### config.mk
export PLATFORM = sky130hd
export DESIGN_NAME = enco4to2_pipe
export DESIGN_NICKNAME = d
export VERILOG_FILES = /design/src/rtl/enco_pkg.sv /design/src/rtl/enco4to2_core.sv /design/src/rtl/enco4to2_pipe.sv
export SDC_FILE = /design/constraint.sdc
export NUM_CORES = 1
export LEC_CHECK = 0
export BUFFER_PORTS_ARGS = -buffer_cell sky130_fd_sc_hd__clkbuf_2
export CAP_MARGIN = 20
export CORE_UTILIZATION = 35
export CTS_BUF_LIST = sky130_fd_sc_hd__clkbuf_8
export CTS_CLUSTER_DIAMETER = 120
export DETAILED_ROUTE_END_ITERATION = 16
export PLACE_DENSITY_LB_ADDON = 0.1
export SETUP_SLACK_MARGIN = 0.05
export SLEW_MARGIN = 20
export SYNTH_ARGS = -nofsm -noshare
export SYNTH_HDL_FRONTEND = slang
export SYNTH_SLANG_ARGS = --single-unit
export TNS_END_PERCENT = 1
### constraint.sdc
create_clock -name clk -period 4.5 [get_ports clk]
set_clock_uncertainty 0.15 [all_clocks]
set_input_delay 0.9 -clock clk [delete_from_list [all_inputs] [get_ports clk]]
set_output_delay 0.9 -clock clk [all_outputs]
set_load 0.05 [all_outputs]
### src/rtl/enco_pkg.sv
// Shared types and constants for the 4-to-2 priority encoder with a 2-entry result buffer.
package enco_pkg;

    localparam int IN_W   = 4;
    localparam int CODE_W = 2;

    typedef enum logic [1:0] {
        EMPTY = 2'd0,
        ONE   = 2'd1,
        TWO   = 2'd2
    } state_t;

    typedef struct packed {
        logic [CODE_W-1:0] y;
        logic              onehot_ok;
        logic              zero;
    } entry_t;

endpackage

### src/rtl/enco4to2_core.sv
// Combinational 4-to-2 priority encoder; PRIO_HIGH selects whether the highest or lowest set bit wins.
module enco4to2_core
    import enco_pkg::*;
#(
    parameter int PRIO_HIGH = 1
) (
    input  logic [IN_W-1:0]   d,
    output logic [CODE_W-1:0] y,
    output logic              onehot_ok,
    output logic              zero
);

    // Scan order makes the last matching bit win: ascending for high priority, descending for low.
    always_comb begin
        y = '0;
        if (PRIO_HIGH != 0) begin
            for (int i = 0; i < IN_W; i++) begin
                if (d[i]) y = CODE_W'(i);
            end
        end else begin
            for (int i = IN_W - 1; i >= 0; i--) begin
                if (d[i]) y = CODE_W'(i);
            end
        end
    end

    assign zero      = (d == '0);
    assign onehot_ok = !zero && ((d & (d - 1'b1)) == '0);

endmodule

### src/rtl/enco4to2_pipe.sv
// Encoder with a 2-entry in-order result buffer, registered in_ready and a saturating error counter.
module enco4to2_pipe
    import enco_pkg::*;
#(
    parameter int PRIO_HIGH = 1,
    parameter int ERR_W     = 8
) (
    input  logic              clk,
    input  logic              rst,
    input  logic              in_valid,
    output logic              in_ready,
    input  logic [IN_W-1:0]   d,
    output logic              out_valid,
    input  logic              out_ready,
    output logic [CODE_W-1:0] y,
    output logic              onehot_ok,
    output logic              zero,
    output logic [ERR_W-1:0]  err_cnt
);

    function automatic logic [ERR_W-1:0] sat_inc(input logic [ERR_W-1:0] v);
        return (&v) ? v : v + ERR_W'(1);
    endfunction

    state_t state_q, state_d;
    entry_t enc_p0;
    entry_t head_p1, tail_p1;
    logic   accept, pop;

    enco4to2_core #(.PRIO_HIGH(PRIO_HIGH)) u_core (
        .d         (d),
        .y         (enc_p0.y),
        .onehot_ok (enc_p0.onehot_ok),
        .zero      (enc_p0.zero)
    );

    assign accept    = in_valid && in_ready;
    assign pop       = out_valid && out_ready;
    assign out_valid = (state_q != EMPTY);
    assign y         = head_p1.y;
    assign onehot_ok = head_p1.onehot_ok;
    assign zero      = head_p1.zero;

    always_comb begin
        state_d = state_q;
        case (state_q)
            EMPTY: if (accept) state_d = ONE;
            ONE: begin
                if (accept && !pop)      state_d = TWO;
                else if (pop && !accept) state_d = EMPTY;
            end
            TWO:     if (pop) state_d = ONE;
            default: state_d = EMPTY;
        endcase
    end

    // Stage p0 -> p1: combinational result lands in head or tail depending on occupancy.
    always_ff @(posedge clk) begin
        if (rst) begin
            state_q  <= EMPTY;
            in_ready <= 1'b0;
            head_p1  <= '0;
            tail_p1  <= '0;
            err_cnt  <= '0;
        end else begin
            state_q  <= state_d;
            in_ready <= (state_d != TWO);
            if (accept && !enc_p0.onehot_ok) err_cnt <= sat_inc(err_cnt);
            case (state_q)
                EMPTY: if (accept) head_p1 <= enc_p0;
                ONE: begin
                    if (accept && pop) head_p1 <= enc_p0;
                    else if (accept)   tail_p1 <= enc_p0;
                end
                TWO:     if (pop) head_p1 <= tail_p1;
                default: ;
            endcase
        end
    end

endmodule

==> run metrics, run 1 <==
GPL Wtd Cong 0.6712; synthesized cell area 910.9 um2; Post-CTS Hold Fix Bufs 0; Max H-tree Level 1; MaxCap Viol Count 0; Max Transition Viols Final 0; minimum clock period 2266 ps; Placed Cells 150; CTS tree yes; vias per cell 5.234; die area 2811 um2; Root Buffer Master clkbuf_8; area of the multi-input gates 496.7 um2; critical-path cell list clkbuf_2 -> xor2_1 -> a21oi_4 -> nand3_2 -> or4_1 -> a21oi_1; Reg2Reg Launch Point err_cnt[0]; total gr overflow 0; Total GRT Usage 15.74%; layout cells sized above 1 23.39%; Critical Path Start Type primary input; post-synthesis adder-cell area fraction 1.374%; met1 wire length 953 um; pwr dens 324.6 nW/um2; reg2reg path depth 6; fin nets 134; Total Routed Length 1884 um; post-synth net total 113; relative slew slack 63.56%; Async SR Flop Fraction 0%; CP Depth 6; Synth Register Bits 19; Max Used Layer met4; fill cell count 245; CP bufs+invs 1; worst min path class flop to flop; Most used DFF post-synth dfxtp_1; Antenna Cells 0; final hold vios 0; Final Setup Violations 0; row cnt 18; Avg Inst Size Synth 8.758 um2; Initial Utilization 36.77%; Worst Path Required 4530 ps; Die W 53.02 um; die height 53.02 um; status finished, final reports clean; crit path capture type flop; Final ANT Viol Nets 0; number of global-route vias before repair 747; worst reg2reg endpoint err_cnt[7]; via count 806; RSZ-0062 raised after global routing no; compound-gate portion of the synthesized area 18.41%; Max VDD drop 267.3 uV; DRC viols 0; Clock Tree Buf Depth 2; first-pass GRT wire length 3180 um; metal3 WL 71 um; Syn. warnings 0; largest family of logic cells by synthesized area simple AND/OR/NAND/NOR gates; Finished Layout Cells 154; IO Pins 22; IO Port Bufs 21; 1st-iter DRT viols 15; post-synthesis sequential area ratio 41.76%; area leader, netlist dfxtp_1; Setup crit start d[3]; Register Area 380.4 um2; slowest stage delay, CP 520 ps; synthesized instance count 104; FMAX 0.4412 GHz; Fin Setup TNS 0 ps; Setup CP Type primary input to flop; met2 wire len 849 um; cell family with most CP delay simple AND/OR/NAND/NOR gates; post-CTS setup buffers 0; Unique masters post-synth 31; Setup crit end err_cnt[7]; Layout area overhead 17.86%; largest cells by area after synthesis dfxtp_1 (42%), nor2_1 (7.8%), mux2i_1 (7.7%), a21oi_1 (5.5%), xor2_1 (2.9%); Clk Latency, worst-skew pair 250 ps; Clock Pin Slew Worst Setup and Hold Paths 70 ps; fin crit share 50.36%; placed wire-length estimate 1334 um; post-synthesis mux area share 7.692%; initial antenna violation count 0; slew at the pin with the worst max-slew slack 539.1 ps; Pre-Repair DR Iteration Count 4; Post-Synth XOR/XNOR Area 2.885%; Clock Sinks 19; WP data arrival 2300 ps; Slowest cell on crit path or4_1; largest net degree at the start of global routing 20; EDFF count, synth 0; WL/cell 12.23 um; crit path max fanout 12; TritonCTS buffer count 3; core box area 2477 um2; leakage power 0.4358 nW; Post-CTS Resized 0; top cell type's share of synthesized area 41.76%; reg-to-reg slack, setup 2460 ps; simple-gate share of the synthesized area 24.18%
-- worst min path at each step --
| stage | slack (ps) | start | endpoint | cells past startpoint |
|---|---|---|---|---|
| CTS | 360 | err_cnt[7] | err_cnt[7] | 2 |
| global route | 380 | err_cnt[6] | err_cnt[6] | 2 |
| floorplan | 310 | tail_p1[0] | tail_p1[0] | 2 |
| detailed placement | 340 | y[0] | y[0] | 2 |
| global placement | 330 | y[0] | y[0] | 2 |
| finish | 350 | y[0] | y[0] | 2 |
-- cell usage in the layout, fill, tap and decap left out, drive strengths merged, types with 4 or more instances in the layout --
cell	n
dfxtp	19
nor2	19
nand3	4
clkbuf	24
o31ai	4
nand2	4
a21oi	11
mux2i	7
-- routing by layer --
metal | vias up | GRT usage, %
met5 | - | 0
met4 | 0 | 3.947
met3 | 2 | 5.172
met2 | 14 | 25.74
met1 | 373 | 19.69
li1 | 417 | -
-- cells by family (layout without fill, tap and decap cells) --
group,after synthesis,in the layout
mux,7,7
buf+inv,7,27
simple gates,43,43
fa+ha+maj,1,1
xor+xnor,3,3
flops,19,19
compound gates,24,24
-- tightest hold or removal path, cell delays in order, from the launching register on --
cell and delay (ps):
dfxtp_1 330, mux2i_1 60, nor2_1 70
-- registers in the layout, summed over array words and instances (netlist names) --
| signal | flops |
|---|---|
| state_q | 2 |
| zero | 1 |
| tail_p1 | 4 |
| y | 2 |
| onehot_ok | 1 |
| in_ready | 1 |
| err_cnt | 8 |
-- synth_stat cells, drive strengths merged (2+ instances only) --
| master | n |
|---|---|
| inv | 2 |
| clkbuf | 4 |
| nand4 | 2 |
| nand3 | 4 |
| nor2 | 19 |
| nand2 | 4 |
| o31ai | 4 |
| dfxtp | 19 |
| a211oi | 3 |
| a21oi | 11 |
| or3 | 2 |
| nand3b | 2 |
| nor2b | 2 |
| o21ai | 2 |
| xor2 | 3 |
| or4 | 3 |
| mux2i | 7 |
-- report_power, final --
part	internal (mW)	leakage, nW	switching [mW]
clock network	0.0615	0.0255	0.0551
registers	0.174	0.154	0.00425
logic	0.0170	0.256	0.0372
-- cell type report --
class | count | area share, %
Multi-Input combinational cell | 78 | 46.27
Sequential cell | 19 | 35.43
Timing Repair Buffer | 21 | 9.790
Clock buffer | 3 | 3.846
Tap cell | 30 | 3.497
Inverter | 2 | 0.6993
Clock inverter | 1 | 0.4662
-- through the flow --
stage               utilization, %  power [mW]  instance area [um2]  hold slack, ps  setup WS (ps)
floorplan                        -      0.2230                910.9           309.6           2299
global placement             41.46      0.2350                 1027           329.7           2033
detailed placement           41.46      0.2358                 1027           335.2           1991
CTS                          43.33      0.3541                 1074           356.8           2253
global route                 43.33      0.3673                 1074           382.1           2075
finish                       43.33      0.3485                 1074           346.2           2234
Power figures use the tool's default switching activity.
==> run 2, diff against run 1 <==
==> constraint.sdc (replaced) <==
create_clock -name clk -period 2.2 [get_ports clk]
set_clock_uncertainty 0.15 [all_clocks]
set_input_delay 0.44 -clock clk [delete_from_list [all_inputs] [get_ports clk]]
set_output_delay 0.44 -clock clk [all_outputs]
set_load 0.05 [all_outputs]
==> run metrics, run 2 (synthesized netlist as in run 1, its figures left out) <==
status finished, final reports clean; Clock Pin Slew Worst Setup and Hold Paths 70 ps (about the same); Max Transition Viols Final 0 (unchanged); WL/cell 12.37 um (+1.1%); TritonCTS buffer count 3 (unchanged); Clock Sinks 19 (unchanged); Worst Path Required 2230 ps (-2300 ps); CTS tree yes; largest net degree at the start of global routing 20 (unchanged); Place WS 130.1 ps (-1861 ps); Slowest cell on crit path or4_1; total gr overflow 0 (unchanged); Initial Utilization 36.77% (unchanged); slew at the pin with the worst max-slew slack 537.3 ps (-1.796 ps); Max H-tree Level 1 (unchanged); critical-path cell list ha_1 -> nand2_1 -> o311a_1 -> nand3_4 -> or4_1 -> a21oi_1; Clk Latency, worst-skew pair 250 ps (about the same); crit path max fanout 12 (unchanged); Root Buffer Master clkbuf_8; relative slew slack 63.68% (+0.12 points); Clock Tree Buf Depth 2 (unchanged); FMAX 0.5070 GHz; Antenna Cells 0 (unchanged); Max VDD drop 359.3 uV (+34%); layout cells sized above 1 22.58% (-0.81 points); Layout area overhead 18.54%; number of flip-flops in the largest register 8 (unchanged); worst min path class primary input to flop; slowest stage delay, CP 500 ps (-20 ps); fin crit share 89.66%; minimum clock period 1973 ps; GPL Wtd Cong 0.6704 (-0.12%); via count 805 (-0.12%); commonest non-fill, non-tap cell in the layout clkbuf_2; die area 2811 um2 (unchanged); pwr dens 658.0 nW/um2 (+100%); Clk pwr share 33.0% (-0.5 points); Die W 53.02 um (unchanged); Total GRT Usage 16.43% (+0.69 points); 1st-iter DRT viols 21 (+6); Critical Path Start Type flop; Setup CP Type flop to flop; number of global-route vias before repair 787 (+5.4%); Final Setup Violations 0 (unchanged); Pre-Repair DR Iteration Count 4 (unchanged); Final ANT Viol Nets 0 (unchanged); Largest regs err_cnt x8, tail_p1 x4; fin nets 134 (unchanged); Reg power frac 51.2% (+0.2 points); vias per cell 5.227 (-0.12%); initial antenna violation count 0 (unchanged); DRC viols 0 (unchanged); die height 53.02 um (unchanged); NetSw 0.1964 mW (+100%); Fin Setup TNS 0 ps (unchanged); WP data arrival 2000 ps (-300 ps); core box area 2477 um2 (unchanged); Total Routed Length 1905 um (+1.1%); first-pass GRT wire length 3346 um (+5.2%); Biggest register err_cnt; Post-CTS Hold Fix Bufs 0 (unchanged); Int Pwr 0.5141 mW (+100%); IO Port Bufs 21 (unchanged); leakage power 0.4381 nW (+0.53%); MaxCap Viol Count 0 (unchanged); sw frac 27.64% (-0.063 points); combinational power share 15.8% (+0.3 points); final hold vios 0 (unchanged); cell family with most CP delay simple AND/OR/NAND/NOR gates; fill cell count 264 (+7.8%); RSZ-0062 raised after global routing no; row cnt 18 (unchanged); IO Pins 22 (unchanged); placed wire-length estimate 1369 um (+2.6%); setup ws final 227.5 ps (-2006 ps); most frequent cells in the layout clkbuf_2 (21), nor2_1 (19), dfxtp_1 (19); CP bufs+invs 0 (-1); crit path capture type flop
-- run 2: cell types whose count changed in the layout (fill, tap and decap cells not counted), sizes merged --
cell	before	now
inv	2	3
clkinv	1	0
-- run 2: final timing paths --
check | to | start | slack, ps | cells after the start
min | in_ready | out_ready | 340 | 3
max reg2reg | err_cnt[5] | err_cnt[0] | 230 | 6
max | err_cnt[5] | err_cnt[0] | 230 | 6
min reg2reg | y[0] | y[0] | 350 | 2
-- run 2: worst register-to-register path, delay by kind of cell, from the launching register on --
| family | cells | cell delay (ps) |
|---|---|---|
| AO/OA/AOI/OAI | 2 | 370 |
| AND/OR/NAND/NOR | 3 | 790 |
| adder cells (fa/ha/maj) | 1 | 240 |
| flip-flops | 1 | 350 |
-- run 2: repair_timing --
action / CTS / global route
setup buffers: 0 / 0
endpoints found under the setup margin: 0 / 1
resized for setup: 0 / 1
-- run 2: area by class of cell --
cell class	count	area [um2]	area share [%]
flip-flops and latches	19	380.4	35.23
well taps	30	37.54	3.476
multi-input cells	78	504.2	46.70
inverters	2	7.507	0.6952
clock buffers	3	41.29	3.824
clock inverters	1	3.754	0.3476
repair buffers	21	105.1	9.733
-- run 2: per-stage QoR --
| stage | utilization [%] | instances | power [mW] | hold slack [ps] | instance area [um2] |
|---|---|---|---|---|---|
| after global routing | 43.59 | 154 | 0.7507 | 364.1 | 1080 |
| after CTS | 43.28 | 154 | 0.7187 | 328.8 | 1072 |
| after global placement | 41.46 | 150 | 0.4808 | 329.7 | 1027 |
| final | 43.59 | 154 | 0.7105 | 340.0 | 1080 |
| after floorplan | - | 104 | 0.4560 | 309.6 | 910.9 |
| after detailed placement | 41.46 | 150 | 0.4822 | 337.8 | 1027 |
-- run 2: metal layers --
| layer | vias to the layer above | wire length [um] | GRT usage [%] |
|---|---|---|---|
| li1 | 414 | - | - |
| met1 | 375 | 990 | 21.82 |
| met2 | 14 | 837 | 25.53 |
| met3 | 2 | 64 | 3.448 |
| met4 | 0 | 13 | 6.579 |
| met5 | - | 0 | 0 |
-- run 2: power by group through the flow --
stage          Combinational, mW  Clock (mW)  Sequential, mW
3_3_place_gp               0.110           0           0.371
6_report                   0.112       0.235           0.364
2_1_floorplan             0.0577           0           0.398
5_1_grt                    0.124       0.261           0.365
4_1_cts                    0.111       0.244           0.364
3_5_place_dp               0.111           0           0.372
==> run 3, diff against run 2 <==
--- a/config.mk
+++ b/config.mk
@@ -6,12 +6,13 @@
 export NUM_CORES = 1
 export LEC_CHECK = 0
 export BUFFER_PORTS_ARGS = -buffer_cell sky130_fd_sc_hd__clkbuf_2
-export CAP_MARGIN = 20
+export CAP_MARGIN = 30
+export CORE_ASPECT_RATIO = 0.8
 export CORE_UTILIZATION = 35
 export CTS_BUF_LIST = sky130_fd_sc_hd__clkbuf_8
 export CTS_CLUSTER_DIAMETER = 120
 export DETAILED_ROUTE_END_ITERATION = 16
-export PLACE_DENSITY_LB_ADDON = 0.1
+export PLACE_DENSITY = 0.66
 export SETUP_SLACK_MARGIN = 0.05
 export SLEW_MARGIN = 20
 export SYNTH_ARGS = -nofsm -noshare
==> run metrics, run 3 (synthesized netlist as in run 1, its figures left out) <==
status finished, final reports clean; Max H-tree Level 1 (unchanged); vias per cell 4.950 (-5.3%); Register Area 380.4 um2 (unchanged); final hold vios 0 (unchanged); Fin Setup TNS 0 ps (unchanged); Critical Path Start Type flop; Max VDD drop 379.4 uV (+5.6%); cell family with most CP delay simple AND/OR/NAND/NOR gates; MaxCap Viol Count 0 (unchanged); die area 2812 um2 (about the same); Antenna Cells 0 (unchanged); critical-path cell list ha_1 -> nand2_1 -> o311a_1 -> nand3_4 -> or4_1 -> a21oi_1; Clock Tree Buf Depth 2 (unchanged); GPL Wtd Cong 0.6960 (+3.8%); Int Pwr 0.5163 mW (+0.42%); crit path capture type flop; Clk Latency, worst-skew pair 260 ps (about the same); DRC viols 0 (unchanged); slew at the pin with the worst max-slew slack 570.7 ps (+33.40 ps); via count 792 (-1.6%); WP data arrival 2030 ps (+30 ps); Post-DP Area 1035 um2 (+0.73%); CP bufs+invs 0 (unchanged); WL/cell 11.48 um (-7.2%); relative slew slack 61.73% (-2.0 points); fill cell count 259 (-1.9%); first-pass GRT wire length 2822 um (-16%); commonest non-fill, non-tap cell in the layout clkbuf_2; Clk pwr share 33.8% (+0.8 points); Worst Path Required 2230 ps (about the same); IO Port Bufs 21 (unchanged); total gr overflow 0 (unchanged); Layout area overhead 19.51%; Clock Pin Slew Worst Setup and Hold Paths 70 ps (about the same); Biggest register err_cnt; NetSw 0.2037 mW (+3.7%); post-layout util 44.21% (+0.62 points); fin crit share 91.05% (+1.4 points); Final Setup Violations 0 (unchanged); Finished Layout Cells 160 (+3.9%); post-CTS setup buffers 0 (unchanged); worst min path class primary input to flop; crit path max fanout 12 (unchanged); Initial Utilization 36.99% (+0.22 points); Final ANT Viol Nets 0 (unchanged); Post-CTS Hold Fix Bufs 0 (unchanged); Clock Sinks 19 (unchanged); Reg power frac 50.5% (-0.7 points); area of the multi-input gates 504.2 um2 (unchanged); IO Pins 22 (unchanged); row cnt 16 (-2); Total GRT Usage 14.11% (-2.3 points); Setup CP Type flop to flop; TritonCTS buffer count 3 (unchanged); Largest regs err_cnt x8, tail_p1 x4; FMAX 0.4992 GHz (-1.5%); sw frac 28.29% (+0.65 points); Placed Cells 156 (+4.0%); Root Buffer Master clkbuf_8; core box area 2462 um2 (-0.61%); combinational power share 15.7% (about the same); Max Transition Viols Final 0 (unchanged); initial antenna violation count 0 (unchanged); minimum clock period 2003 ps (+30.51 ps); number of global-route vias before repair 641 (-19%); Die W 59.04 um (+11%); Total Routed Length 1836 um (-3.6%); pwr dens 661.4 nW/um2 (+0.52%); Pre-Repair DR Iteration Count 8 (+4); design area 1089 um2 (+0.81%); RSZ-0062 raised after global routing no; placed wire-length estimate 1360 um (-0.64%); leakage power 0.4367 nW (-0.32%); 1st-iter DRT viols 34 (+62%); largest net degree at the start of global routing 20 (unchanged); most frequent cells in the layout clkbuf_2 (21), nor2_1 (19), dfxtp_1 (19); CTS tree yes; fin nets 134 (unchanged); slowest stage delay, CP 490 ps (about the same); Slowest cell on crit path or4_1; layout cells sized above 1 23.39% (+0.81 points); Hold WS 330.7 ps (-9.307 ps); number of flip-flops in the largest register 8 (unchanged); die height 47.63 um (-10%)
## run 3: power groups by stage
| stage | Sequential (mW) | Clock (mW) | Combinational (mW) |
|---|---|---|---|
| CTS | 0.363 | 0.249 | 0.112 |
| global placement | 0.371 | 0 | 0.109 |
| detailed placement | 0.371 | 0 | 0.111 |
| finish | 0.363 | 0.244 | 0.113 |
| floorplan | 0.398 | 0 | 0.0577 |
| global route | 0.365 | 0.261 | 0.122 |
## run 3: through the flow
stage	setup slack [ps]	power, mW
after floorplan	149.6	0.4560
after global placement	198.7	0.4797
after detailed placement	112.6	0.4826
after CTS	132.7	0.7243
after global routing	61.29	0.7477
final	196.9	0.7199
## run 3: worst paths after layout
check	from	to	slack (ps)	cells after the start
setup / recovery	err_cnt[0]	err_cnt[5]	200	6
hold / removal	out_ready	in_ready	330	3
setup reg to reg	err_cnt[0]	err_cnt[5]	200	6
hold reg to reg	err_cnt[7]	err_cnt[7]	350	2
## run 3: layer usage
metal | share of wire, % | vias to the layer above | global-route usage [%]
met5 | 0 | - | 0
met4 | 0 | 0 | 5.714
met3 | 4.2 | 0 | 5.676
met2 | 46 | 19 | 20.45
met1 | 50 | 358 | 18.82
li1 | - | 415 | -
## run 3: timing repair
action	in CTS	in global routing
setup endpoints to repair	0	1
endpoints found under the hold margin	0	0
gates resized for setup	0	1
## run 3: worst min-delay path: stages
cell	delay (ps)
clkbuf_2	120
a21oi_1	60
nor2_1	80
## run 3: final cells by class
cell class	count	share of cell area, %
tap	36	4.138
clock inverter	1	0.4598
sequential	19	34.94
timing repair buffer	21	9.655
inverter	2	0.6897
multi-input combinational	78	46.32
clock buffer	3	3.793
